===== src/rtl/uart_line_fifo.sv =====
// Byte FIFO behind uart_rx that counts buffered complete lines and reports a per-line byte sum.
// Latency: an accepted byte is on o_data/o_valid after the same edge (fall-through); the line sum follows the eol edge.
// Backpressure: none to the receiver; a byte arriving when full without a pop is dropped and latches o_overflow.
// UART_LINE_FIFO_STRIP_CR_EN: when defined, 8'h0D bytes are discarded at the input.
module uart_line_fifo #(
  parameter int         depth    = 16,
  parameter logic [7:0] eol_char = 8'h0A
) (
  input  logic                     clk,
  input  logic                     rst_n,
  input  logic [7:0]               i_data,
  input  logic                     i_valid,
  input  logic                     i_pop,
  output logic [7:0]               o_data,
  output logic                     o_valid,
  output logic [$clog2(depth):0]   o_count,
  output logic [$clog2(depth):0]   o_lines,
  output logic [31:0]              o_line_sum,
  output logic                     o_line_done,
  output logic                     o_overflow
);

  localparam int aw = $clog2(depth);
  localparam int cw = aw + 1;
  localparam logic [aw-1:0] ptr_one  = 1;
  localparam logic [cw-1:0] cnt_one  = 1;
  localparam logic [cw-1:0] cnt_full = cw'(depth);

  logic [7:0]    mem [depth];
  logic [aw-1:0] wr_ptr;
  logic [aw-1:0] rd_ptr;
  logic [cw-1:0] count;
  logic [cw-1:0] lines;
  logic [31:0]   acc;
  logic [31:0]   line_sum;
  logic          line_done;
  logic          overflow;

  logic [7:0]    head;
  logic          is_cr;
  logic          in_vld;
  logic          pop_ok;
  logic          push_ok;
  logic          push_eol;
  logic          pop_eol;
  logic [31:0]   acc_sum;

`ifdef UART_LINE_FIFO_STRIP_CR_EN
  assign is_cr = (i_data == 8'h0D);
`else
  assign is_cr = 1'b0;
`endif

  assign head     = mem[rd_ptr];
  assign in_vld   = i_valid && !is_cr;
  assign pop_ok   = i_pop && (count != '0);
  // A pop frees a slot in the same cycle, so a full FIFO still accepts a byte when it is being drained.
  assign push_ok  = in_vld && ((count != cnt_full) || pop_ok);
  assign push_eol = push_ok && (i_data == eol_char);
  assign pop_eol  = pop_ok && (head == eol_char);
  assign acc_sum  = acc + {24'h0, i_data};

  always_ff @(posedge clk) begin
    if (push_ok) mem[wr_ptr] <= i_data;
  end

  always_ff @(posedge clk or negedge rst_n) begin
    if (!rst_n) begin
      wr_ptr    <= '0;
      rd_ptr    <= '0;
      count     <= '0;
      lines     <= '0;
      acc       <= '0;
      line_sum  <= '0;
      line_done <= 1'b0;
      overflow  <= 1'b0;
    end else begin
      if (push_ok) wr_ptr <= wr_ptr + ptr_one;
      if (pop_ok)  rd_ptr <= rd_ptr + ptr_one;

      case ({push_ok, pop_ok})
        2'b10:   count <= count + cnt_one;
        2'b01:   count <= count - cnt_one;
        default: count <= count;
      endcase

      case ({push_eol, pop_eol})
        2'b10:   lines <= lines + cnt_one;
        2'b01:   lines <= lines - cnt_one;
        default: lines <= lines;
      endcase

      line_done <= push_eol;
      if (push_eol) begin
        line_sum <= acc_sum;
        acc      <= '0;
      end else if (push_ok) begin
        acc <= acc_sum;
      end

      if (in_vld && !push_ok) overflow <= 1'b1;
    end
  end

  assign o_valid     = (count != '0);
  assign o_data      = o_valid ? head : 8'h00;
  assign o_count     = count;
  assign o_lines     = lines;
  assign o_line_sum  = line_sum;
  assign o_line_done = line_done;
  assign o_overflow  = overflow;

endmodule

===== config.mk =====
export PLATFORM = sky130hd
export DESIGN_NAME = uart_line_fifo
export DESIGN_NICKNAME = d
export VERILOG_FILES = /design/src/rtl/uart_line_fifo.sv
export SDC_FILE = /design/constraint.sdc
export NUM_CORES = 1
export LEC_CHECK = 0
export CAP_MARGIN = 10
export CORE_ASPECT_RATIO = 0.8
export CORE_MARGIN = 4
export CORE_UTILIZATION = 59
export DETAILED_ROUTE_END_ITERATION = 8
export PLACE_DENSITY_LB_ADDON = 0.1
export SLEW_MARGIN = 20
export SYNTH_ARGS = -nofsm -noshare
export SYNTH_HDL_FRONTEND = slang
export SYNTH_SLANG_ARGS = --single-unit

===== constraint.sdc =====
create_clock -name clk -period 4.24 [get_ports clk]
set_input_delay 0.424 -clock clk [delete_from_list [all_inputs] [get_ports clk]]
set_output_delay 0.424 -clock clk [all_outputs]
set_load 0.01 [all_outputs]

Yosys cells after proc, flatten, opt, wreduce, memory -nomap -nowiden:

Memories as Yosys holds them, arrays and structs flattened.
Index checks and enable logic that the tools add are counted.
W data, S select, Z words.

* add/sub/neg operators: 7
* eq/ne operators: 7
* multiplexer cells: 7
* reductions and logical operators: 11

Operators by type and width (count)
* $mux W32: 2
* $add A32 B8 Y32: 1
* $pmux W5 S2: 2
* $eq A8 B4 Y1 const B: 2
* $add A5 B1 Y5 const B: 2
* $sub A5 B1 Y5 const B: 2
* $add A4 B1 Y4 const B: 2
* $mux W8: 1
* $reduce_bool A2 Y1: 3
* $logic_and A1 B1 Y1: 5
* $ne A5 B5 Y1 const B: 1
* $reduce_bool A5 Y1: 1
* $eq A2 B1 Y1 const B: 2
* $eq A2 B2 Y1 const B: 2
* $mux W1: 2
* $logic_not A1 Y1: 1
* $logic_or A1 B1 Y1: 1

* flip-flop bits (word level): 84
* bits in writable memories: 128
* bits of input ports: 12
* output and inout port bits: 53
* memories kept: 1

Memory list
* mem: words 16, width 8, rd ports 1, clocked after memory_dff 0, write ports 1, line 29 `logic [7:0] mem [depth];`

Depth between registers and ports, before layout:

Gate-level depths: netlist of the first run.

* depth after elaboration: 7
* gate-level depth with buffers: 16

Worst setup path before layout of the first run:

No wires, ideal clock.

* path kind: register to register
* start: register rd_ptr[0]
* end: register lines[4] (netlist: o_lines[4])
* setup time: 0.079 ns
* data arrival time: 3.507 ns
* required time: 4.161 ns
* setup slack: 0.654 ns
* stages on the path, launching flop included: 15
* path buffers: 2
* clock period less this slack: 3.586 ns
* cell sequence: dfrtp_1 > buf_2 > buf_1 > mux4_2 > a22oi_1 > nand2_1 > nor4_1 > ha_1 > inv_1 > fa_1 > nor2b_1 > o21ai_0 > and3_1 > nor3_1 > xor2_1

* cells in the longest elaborated chain, start to end: 5
* elaborated cells on any way between the ends: 7
* those cells by class: eq/ne (3); mux (1); reduce/logical (2); memory (1)

Ends and longest elaborated chain
* start: declaration: line 31 `logic [aw-1:0] rd_ptr;`
* start signal: assignment: line 79 `if (pop_ok) rd_ptr <= rd_ptr + ptr_one;`
* $mem_v2 Z16 W8 (*)
* $eq A8 B4 Y1 (*): line 60 `assign pop_eol = pop_ok && (head == eol_char);`
* $logic_and A1 B1 Y1 (*): line 60
* $eq A2 B1 Y1 or $eq A2 B2 Y1 (tied branches): line 87 `case ({push_eol, pop_eol})`
* $pmux W5 S2 or $reduce_bool A2 Y1 (tied branches)
* end signal: assignment: line 88 `2'b10: lines <= lines + cnt_one;`
* end signal: assignment: line 89 `2'b01: lines <= lines - cnt_one;`
* end signal: assignment: line 90 `default: lines <= lines;`
* end: declaration: line 33 `logic [cw-1:0] lines;`

Mark *: on every way between the ends. The rest lies on a longest branch, timed or not.
A chain may end at the register's enable or synchronous reset.

Worst setup path after layout of the first run:

Same ends and word-level chain as after synthesis.

==> results of run 1 <==
## path summary, 6_finish.rpt
kind | endpoint | slack [ns] | cells after the start
setup / recovery | o_lines[4] | 0.38 | 14
hold reg to reg | o_overflow | 0.47 | 1
setup reg to reg | o_lines[4] | 0.38 | 14
min in group clk | o_overflow | 0.47 | 1
max in group asynchronous | o_line_sum[4] | 3.37 | 2
hold / removal | o_lines[4] | 0.008 | 1
## placed cells by master (no fill, tap or decap), drive strengths merged, types with 18 or more instances in the layout
cell           synthesis  layout
a21oi                 18      18
buf                   16      26
clkbuf                24      27
clkdlybuf4s50          0      63
dfrtp                 84      84
edfxtp               128     128
ha                    20      20
mux4                  33      33
nand2                 77      77
nand3                 24      24
nor2                  36      36
o21ai                 46      46
or3                   18      18
## Yosys cell counts (6+ instances only)
master	number
sky130_fd_sc_hd__buf_2	10
sky130_fd_sc_hd__xnor2_1	15
sky130_fd_sc_hd__mux2i_1	8
sky130_fd_sc_hd__nand3_1	23
sky130_fd_sc_hd__nor2b_1	9
sky130_fd_sc_hd__nor3_1	14
sky130_fd_sc_hd__ha_1	20
sky130_fd_sc_hd__o31ai_1	6
sky130_fd_sc_hd__inv_1	15
sky130_fd_sc_hd__a21oi_1	18
sky130_fd_sc_hd__nor4_1	8
sky130_fd_sc_hd__a21o_1	11
sky130_fd_sc_hd__a31oi_1	16
sky130_fd_sc_hd__or4_1	8
sky130_fd_sc_hd__edfxtp_1	128
sky130_fd_sc_hd__o211ai_1	13
sky130_fd_sc_hd__nand4_1	13
sky130_fd_sc_hd__a22oi_1	6
sky130_fd_sc_hd__a211o_1	6
sky130_fd_sc_hd__dfrtp_1	84
sky130_fd_sc_hd__o21ai_0	43
sky130_fd_sc_hd__and2_1	6
sky130_fd_sc_hd__nand2_1	77
sky130_fd_sc_hd__or3_1	18
sky130_fd_sc_hd__xor2_1	13
sky130_fd_sc_hd__mux4_2	33
sky130_fd_sc_hd__clkbuf_1	23
sky130_fd_sc_hd__nor2_1	36
## final cells by class
cell class                      instances  area share (%)
Multi-Input combinational cell        472            31.4
Clock buffer                           27            5.18
Sequential cell                       212            52.2
Inverter                               16           0.538
Clock inverter                         13           0.999
Tap cell                              215            2.36
Timing Repair Buffer                   89            7.36
## kinds of logic (layout without fill, tap and decap cells)
family                   count (synthesis)  after routing  synth area share [%]
AO/OA/AOI/OAI                          146            146                  9.91
flip-flops                             212            212                  61.1
adder cells (fa/ha/maj)                 23             23                  3.19
buffers and inverters                   56            145                  2.51
multiplexers                            45             45                  8.92
XOR/XNOR                                28             28                  2.52
AND/OR/NAND/NOR                        230            230                  11.8
## power by group through the flow
stage | Clock [mW] | Sequential [mW] | Combinational, mW
after floorplan | 0 | 2.67 | 1.55
after global placement | 0 | 2.75 | 2.20
after detailed placement | 0 | 2.78 | 2.25
after CTS | 1.91 | 2.74 | 2.28
after global routing | 2.01 | 2.78 | 2.49
final | 1.89 | 2.75 | 2.31
## through the flow
stage                     setup slack (ns)  util (%)
after floorplan                      0.654         -
after global placement               0.517      66.8
after detailed placement             0.327      66.8
after CTS                            0.234      71.3
after global routing                 0.110      71.4
final                                0.376      71.4
## sequential cells by signal, indices dropped and copies added (netlist names)
register,count
mem,128
acc,32
o_line_sum,32
o_count,5
o_lines,5
rd_ptr,4
wr_ptr,4
o_line_done,1
o_overflow,1
## layer usage
layer | GRT usage [%] | vias to the layer above | share of wire (%)
li1 | - | 2976 | -
met1 | 38.4 | 3264 | 44
met2 | 38.2 | 325 | 46
met3 | 4.72 | 50 | 8.0
met4 | 6.00 | 0 | 2.2
met5 | 0 | - | 0
## worst max-delay path: stages (launching register included)
cell,delay [ns]
sky130_fd_sc_hd__dfrtp_1,0.50
sky130_fd_sc_hd__buf_4,0.29
sky130_fd_sc_hd__mux4_2,0.54
sky130_fd_sc_hd__mux2i_1,0.18
sky130_fd_sc_hd__a211o_1,0.18
sky130_fd_sc_hd__nand4_1,0.11
sky130_fd_sc_hd__nor4_2,0.40
sky130_fd_sc_hd__ha_1,0.29
sky130_fd_sc_hd__inv_1,0.11
sky130_fd_sc_hd__fa_1,0.41
sky130_fd_sc_hd__nor2b_1,0.12
sky130_fd_sc_hd__o21ai_0,0.11
sky130_fd_sc_hd__and3_1,0.20
sky130_fd_sc_hd__nor3_1,0.17
sky130_fd_sc_hd__xor2_1,0.16
==> results_dict.tcl, run 1 <==
set metrics [dict create \
    status "finished, final reports clean" \
    synth.net_count 775 \
    synth.cell_area_um2 9730 \
    slew_violations 0 \
    seq_area_frac_synth_pct 61.1 \
    routed_wire_length_per_instance_um 21.8 \
    net_switching_share_of_the_total_power_pct 32.5 \
    total_placed_instance_area_um2 10700 \
    port-buffer-count 64 \
    internal_mw 4.69 \
    initial_drc_count 816 \
    path_class "flop to flop" \
    cts_buffers 22 \
    synthCells 740 \
    worst_hold_margin_ns 0.00816 \
    synth_seq_cells 212 \
    start_util_pct 61.0 \
    route.vias.total 6615 \
    cts_num_sinks 212 \
    fin_cells 1044 \
    holdBufCountCts 0 \
    p_switching_mw 2.25 \
    antenna_found_initial 0 \
    timing.critical_path.required_ns 4.66 \
    max_freq_mhz 259 \
    setup_viol 0 \
    cellPowerDensity_nw_per_um2 609 \
    drt-pass1-iter-count 5 \
    cellLeakagePower_nw 4.32 \
    grt_first_pass_wirelength_um 35700 \
    worstSetupStartpoint "rd_ptr[0]" \
    insertedDiodeCount 0 \
    report.final.hold_viol_count 0 \
    share_clk_of_total_power_pct 27.2 \
    final_design_area_no_fill_um2 11400 \
    clock-skew-final_ns 0.0132 \
    postRouteWirelength_um 22800 \
    globalRouteOverflowTotal 0 \
    cap_violations 0 \
    yosysTopAreaCell "sky130_fd_sc_hd__edfxtp_1" \
    worst_slew_pin_slew_ns 1.07 \
    std_cell_rows 41 \
    drc_errors 0 \
    element_type_at_the_critical_path_start "flop" \
    cts.path.max_buffers 3 \
    h-tree-depth 1 \
    fin_tns_setup_ns 0 \
    grt_pass1_vias 6437 \
    worstPathMaxFanout 11 \
    power_frac_comb_pct 33.2 \
    die-height_um 123 \
    io-pin-count 65 \
    r2r-start "rd_ptr[0]" \
    synth.top_cell.area_share_pct 39.5 \
    finish.net_count 848 \
    clkSlewWorstSetupHoldPaths_ns 0.06 \
    avgViaCountPerCell 6.34 \
    ys_types 59 \
    worstSetupEndpointType "flop" \
    share_of_synthesized_registers_carrying_an_async_set_or_reset_pct 39.6 \
    vdd.ir_drop.worst_v 0.000379 \
    design_power_total_mw 6.94 \
    slew_headroom_pct 28.3 \
    worst_skew_pair.late_latency_ns 0.50 \
    cts-root-buf "sky130_fd_sc_hd__clkbuf_16" \
    period_needed_ns 3.86 \
    hpwl_um 15200 \
    placed_instance_count 1004 \
    synthesis.yosys.warnings 0 \
    fp.dieArea_um2 18600 \
    sequential_cell_area_um2 5950 \
    worst_hold_path_type "primary input to async pin" \
    final_ant_viol_nets 0 \
    rsz_0062_raised_after_global_routing "no" \
    syn-mean-instance-area_um2 13.1 \
    pin_count_of_the_biggest_net_entering_global_routing 62 \
    ratio_of_final_minimum_period_to_clock_period_pct 91.1 \
    grt_use_total_pct 25.2 \
    yosys-top-cells-area "sky130_fd_sc_hd__edfxtp_1 40%, sky130_fd_sc_hd__dfrtp_1 22%, sky130_fd_sc_hd__mux4_2 7.6%" \
    gpl.final_weighted_congestion 0.883 \
    drive_gt1_share_pct 12.9 \
    cts_setup_buffers 0 \
    core_region_area_um2 16000 \
    cp_data_arrival_time_ns 4.29 \
    synthToLayoutAreaGrowth_pct 17.1 \
    post_cts_resized 0 \
    die_width_um 152 \
    p_seq_share_pct 39.6 \
    synth-edff-count 128 \
    multi_input_comb_area_um2 3570 \
    fill_cells 1047 \
    ys.flop_type "sky130_fd_sc_hd__edfxtp_1" \
    tritoncts "built" \
]
Power figures use the tool's default switching activity.
==> inputs of run 2 (changes only) <==
--- a/config.mk
+++ b/config.mk
@@ -7,7 +7,7 @@
 export LEC_CHECK = 0
 export CAP_MARGIN = 10
 export CORE_ASPECT_RATIO = 0.8
-export CORE_MARGIN = 4
+export CORE_MARGIN = 10
 export CORE_UTILIZATION = 59
 export DETAILED_ROUTE_END_ITERATION = 8
 export PLACE_DENSITY_LB_ADDON = 0.1
==> run 2 against run 1 <==
  * Power up 1.6%
  * Worst setup slack worse by 0.075 ns
  * First-iteration DRC count down 17%
  * Register-to-register slack worse by 0.08 ns
  * Sequential power about the same
  * Routed wire length up 3.5%
  * Global-route usage down 3.7 points
  * Design area up 0.60%
  * Clock power up 4%
  * Via count up 0.33%
  * Cell count up 0.38%
  * Combinational power about the same
==> results_dict.tcl, run 2 (synthesis gave the netlist of run 1 again) <==
set metrics [dict create \
    period_needed_ns 3.94 \
    setup_viol 0 \
    cp_data_arrival_time_ns 4.36 \
    cts_setup_buffers 0 \
    start_util_pct 61.0 \
    die_width_um 164 \
    timing.critical_path.cells "mux4_2, mux4_2, nor4_2, ha_1, inv_1, fa_1, nor2b_1, o21ai_0, and3_1, nor3_1, xor2_1" \
    vdd.ir_drop.worst_v 0.000382 \
    multi_input_comb_area_um2 3560 \
    finish.net_count 852 \
    fin_ws_ns 0.301 \
    path_class "flop to flop" \
    std_cell_rows 41 \
    cts_num_sinks 212 \
    worst_slew_pin_slew_ns 1.13 \
    cts-root-buf "sky130_fd_sc_hd__clkbuf_16" \
    routed_wire_length_per_instance_um 22.5 \
    fill_cells 1074 \
    cellPowerDensity_nw_per_um2 616 \
    fp.dieArea_um2 22100 \
    regMostFlops "mem" \
    clock-skew-final_ns 0.0295 \
    sequential_cell_area_um2 5950 \
    die-height_um 135 \
    gpl.final_weighted_congestion 0.969 \
    port-buffer-count 64 \
    most-common-layout-cells "128 x sky130_fd_sc_hd__edfxtp_1, 83 x sky130_fd_sc_hd__dfrtp_1, 77 x sky130_fd_sc_hd__nand2_1" \
    slew_violations 0 \
    core_region_area_um2 16000 \
    timing.critical_path.required_ns 4.66 \
    worstPathMaxFanout 17 \
    postRouteWirelength_um 23600 \
    synthToLayoutAreaGrowth_pct 17.8 \
    max_stage_delay_ns 0.87 \
    pin_count_of_the_biggest_net_entering_global_routing 68 \
    insertedDiodeCount 0 \
    grt_use_total_pct 21.5 \
    worst_hold_margin_ns 0.0302 \
    max_freq_mhz 254 \
    rsz_0062_raised_after_global_routing "no" \
    globalRouteOverflowTotal 0 \
    status "finished, final reports clean" \
    io-pin-count 65 \
    critical_path.slowest_cell "sky130_fd_sc_hd__dfrtp_1" \
    cts.path.max_buffers 3 \
    initial_drc_count 675 \
    drc_errors 0 \
    element_type_at_the_critical_path_start "flop" \
    drt-pass1-iter-count 5 \
    cap_violations 0 \
    drive_gt1_share_pct 14.0 \
    worst_skew_pair.late_latency_ns 0.52 \
    clkSlewWorstSetupHoldPaths_ns 0.06 \
    worstSetupEndpointType "flop" \
    report.final.hold_viol_count 0 \
    cellLeakagePower_nw 4.36 \
    hpwl_um 15600 \
    path_common_cell "sky130_fd_sc_hd__mux4_2" \
    slew_headroom_pct 24.1 \
    route.vias.total 6637 \
    detailedPlace.worstSlack_ns 0.204 \
    fin_tns_setup_ns 0 \
    design_power_total_mw 7.05 \
    final_ant_viol_nets 0 \
    h-tree-depth 1 \
    cts_buffers 22 \
    worst_hold_path_type "primary input to async pin" \
    mostFrequentLayoutCell "sky130_fd_sc_hd__edfxtp_1" \
    largest_register_ff_count 128 \
    antenna_found_initial 0 \
    ratio_of_final_minimum_period_to_clock_period_pct 92.9 \
    tritoncts "built" \
    grt_pass1_vias 6529 \
    avgViaCountPerCell 6.33 \
    grt_first_pass_wirelength_um 37500 \
]
==> run 2: path summary, 6_finish.rpt <==
check	start	end	slack, ns	depth (start not counted)
setup / recovery	rd_ptr[3]	o_lines[4]	0.30	11
hold / removal	rst_n	o_lines[4]	0.03	1
setup reg to reg	rd_ptr[3]	o_lines[4]	0.30	11
hold reg to reg	o_overflow	o_overflow	0.47	1
max in group asynchronous	rst_n	acc[9]	3.42	2
min in group clk	o_overflow	o_overflow	0.47	1
==> run 2: cell type report <==
| class | instances | area share (%) |
|---|---|---|
| clock buffers | 22 | 4.80 |
| flip-flops and latches | 212 | 51.9 |
| multi-input cells | 472 | 31.1 |
| repair buffers | 93 | 7.69 |
| well taps | 215 | 2.35 |
| clock inverters | 18 | 1.65 |
| inverters | 16 | 0.535 |
==> run 2: per-layer routing <==
| layer | GRT usage (%) | part of all wire, % | vias up |
|---|---|---|---|
| li1 | - | - | 2985 |
| met1 | 31.3 | 42 | 3265 |
| met2 | 31.8 | 45 | 346 |
| met3 | 5.13 | 11 | 41 |
| met4 | 5.60 | 2.1 | 0 |
| met5 | 0 | 0 | - |
==> run 2: timing repair <==
| action | 4_1_cts | 5_1_grt |
|---|---|---|
| gates resized for setup | 0 | 2 |
| setup endpoints to repair | 0 | 1 |
| hold buffers | 0 | 0 |
==> run 2: through the flow <==
| stage | std cells | instance area, um2 | utilization [%] |
|---|---|---|---|
| 2_1_floorplan | 740 | 9730 | - |
| 4_1_cts | 1048 | 11400 | 71.7 |
| 3_3_place_gp | 1008 | 10700 | 67.1 |
| 6_report | 1048 | 11500 | 71.8 |
| 5_1_grt | 1048 | 11500 | 71.8 |
| 3_5_place_dp | 1008 | 10700 | 67.1 |
==> run 2: critical path: cells and delay by family (launching register included) <==
family | cells | cell delay (ns)
flops | 1 | 0.87
buf+inv | 1 | 0.11
xor+xnor | 1 | 0.16
mux | 2 | 0.97
compound gates | 1 | 0.14
simple gates | 4 | 0.89
fa+ha+maj | 2 | 0.71
==> run 2: power breakdown <==
group | total, mW | switching [mW] | internal (mW)
registers | 2.76 | 0.273 | 2.48
logic | 2.34 | 1.23 | 1.11
clock network | 1.96 | 0.814 | 1.14
total | 7.05 | 2.32 | 4.74
==> inputs of run 3 (changes only) <==
--- a/config.mk
+++ b/config.mk
@@ -6,9 +6,10 @@
 export NUM_CORES = 1
 export LEC_CHECK = 0
 export CAP_MARGIN = 10
-export CORE_ASPECT_RATIO = 0.8
+export CORE_ASPECT_RATIO = 1.5
 export CORE_MARGIN = 10
-export CORE_UTILIZATION = 59
+export CORE_UTILIZATION = 61
+export CTS_BUF_LIST = sky130_fd_sc_hd__clkbuf_4
 export DETAILED_ROUTE_END_ITERATION = 8
 export PLACE_DENSITY_LB_ADDON = 0.1
 export SLEW_MARGIN = 20
==> run 3 against run 2 <==
  * Non-clock buffer count decreased by 2
  * Routed wire length decreased by 0.98%
  * Clock power decreased by 15%
  * First-iteration DRC count decreased by 17%
  * Sequential power about the same
  * Power decreased by 5.0%
  * Cell count increased by 3.4%
  * Via count increased by 0.74%
  * Critical path type unchanged
  * Largest power group unchanged
==> results_dict.tcl, run 3 (synthesis gave the netlist of run 1 again) <==
set metrics [dict create \
    status "finished, final reports clean" \
    drt-pass1-iter-count 7 \
    final_design_area_no_fill_um2 11300 \
    drive_gt1_share_pct 17.3 \
    regMostFlops "mem" \
    slew_headroom_pct 26.7 \
    tritoncts "built" \
    total_placed_instance_area_um2 10700 \
    fp.dieArea_um2 21500 \
    max_freq_mhz 250 \
    report.final.hold_viol_count 0 \
    slew_violations 0 \
    worst_skew_pair.late_latency_ns 0.61 \
    globalRouteOverflowTotal 0 \
    period_needed_ns 3.99 \
    cts.path.max_buffers 3 \
    io-pin-count 65 \
    vdd.ir_drop.worst_v 0.000444 \
    grt_pass1_vias 7090 \
    clock-skew-final_ns 0.0269 \
    synthToLayoutAreaGrowth_pct 16.5 \
    rsz_0062_raised_after_global_routing "no" \
    grt_first_pass_wirelength_um 37700 \
    h-tree-depth 2 \
    hpwl_um 16100 \
    cts-root-buf "sky130_fd_sc_hd__clkbuf_4" \
    mostFrequentLayoutCell "sky130_fd_sc_hd__edfxtp_1" \
    setup_viol 0 \
    worst_slew_pin_slew_ns 1.10 \
    core_region_area_um2 15600 \
    drc_errors 0 \
    timing.critical_path.required_ns 4.76 \
    start_util_pct 62.3 \
    die_width_um 123 \
    element_type_at_the_critical_path_start "flop" \
    die-height_um 175 \
    postRouteWirelength_um 23300 \
    cp_data_arrival_time_ns 4.52 \
    clkSlewWorstSetupHoldPaths_ns 0.07 \
    routed_wire_length_per_instance_um 21.5 \
    fin_tns_setup_ns 0 \
    antenna_found_initial 1 \
    most-common-layout-cells "128 x sky130_fd_sc_hd__edfxtp_1, 83 x sky130_fd_sc_hd__dfrtp_1, 77 x sky130_fd_sc_hd__nand2_1" \
    cellLeakagePower_nw 4.37 \
    std_cell_rows 56 \
    pin_count_of_the_biggest_net_entering_global_routing 61 \
    finish.utilization_pct 72.6 \
    path_class "flop to flop" \
    worstPathMaxFanout 17 \
    gpl.final_weighted_congestion 0.852 \
    cts_buffers 49 \
    cap_violations 0 \
    finish.net_count 877 \
    initial_drc_count 560 \
    largest_register_ff_count 128 \
    cts_num_sinks 212 \
    port-buffer-count 64 \
    avgViaCountPerCell 6.17 \
    cellPowerDensity_nw_per_um2 591 \
    route.vias.total 6686 \
    worst_hold_path_type "primary input to async pin" \
    worstSetupEndpointType "flop" \
    grt_use_total_pct 22.1 \
    final_ant_viol_nets 0 \
    ratio_of_final_minimum_period_to_clock_period_pct 94.2 \
]
run 3: cell count changes in the layout (fill, tap and decap cells not counted), sizes merged:
cell,delta
inv,-1
clkbuf,+49
clkinvlp,-5
bufinv,-1
buf,-3
diode,+1
clkinv,+7
dlygate4sd3,+1
run 3: path summary, 6_finish.rpt:
kind,startpoint,end,slack (ns),depth (start not counted)
max,rd_ptr[3],o_lines[4],0.25,11
min,rst_n,o_lines[1],0.45,2
max reg2reg,rd_ptr[3],o_lines[4],0.25,11
min reg2reg,o_overflow,o_overflow,0.47,1
max in group asynchronous,rst_n,o_line_sum[31],2.91,3
min in group clk,o_overflow,o_overflow,0.47,1
run 3: cell type report:
type	count	area, um2
multi-input combinational	472	3560
sequential	212	5950
antenna	1	2.50
inverter	16	61.3
timing repair buffer	91	856
tap	203	254
clock buffer	71	533
clock inverter	18	128
fill	1081	4290
run 3: stage by stage:
step	cells	power, mW	hold WS, ns	setup WS [ns]
5_1_grt	1084	7.09	0.461	0.0330
4_1_cts	1083	6.76	0.434	0.167
6_report	1084	6.70	0.452	0.247
2_1_floorplan	740	4.22	0.128	0.654
3_3_place_gp	993	4.98	0.454	0.222
3_5_place_dp	993	5.08	0.458	-0.0231
run 3: routing by layer:
layer,track usage [%],wire length (um),share of wire [%],vias up
met1,24.9,8420,36,3342
met3,4.45,1350,5.8,55
li1,-,-,-,3064
met5,0,0,0,-
met4,9.49,788,3.4,0
met2,39.2,12800,55,225
run 3: critical path, stage by stage, from the launching register on:
cell	delay, ns
sky130_fd_sc_hd__dfrtp_1	0.86
sky130_fd_sc_hd__mux4_2	0.43
sky130_fd_sc_hd__mux4_2	0.52
sky130_fd_sc_hd__nor4_2	0.45
sky130_fd_sc_hd__ha_1	0.32
sky130_fd_sc_hd__inv_1	0.10
sky130_fd_sc_hd__fa_1	0.41
sky130_fd_sc_hd__nor2b_1	0.12
sky130_fd_sc_hd__o21ai_0	0.11
sky130_fd_sc_hd__and3_1	0.20
sky130_fd_sc_hd__nor3_1	0.18
sky130_fd_sc_hd__xor2_1	0.19
run 3: what timing repair did:
action	in CTS	in global routing
setup endpoints to repair	1	1
hold buffers	1	0
cloned	0	0
setup buffers	0	0
gates resized for setup	1	1
hold endpoints to repair	59	0
run 3: power by group:
group	switching (mW)	internal (mW)	total, mW
Clock	0.767	0.896	1.66
Sequential	0.263	2.48	2.75
Combinational	1.20	1.09	2.29
Total	2.23	4.47	6.70
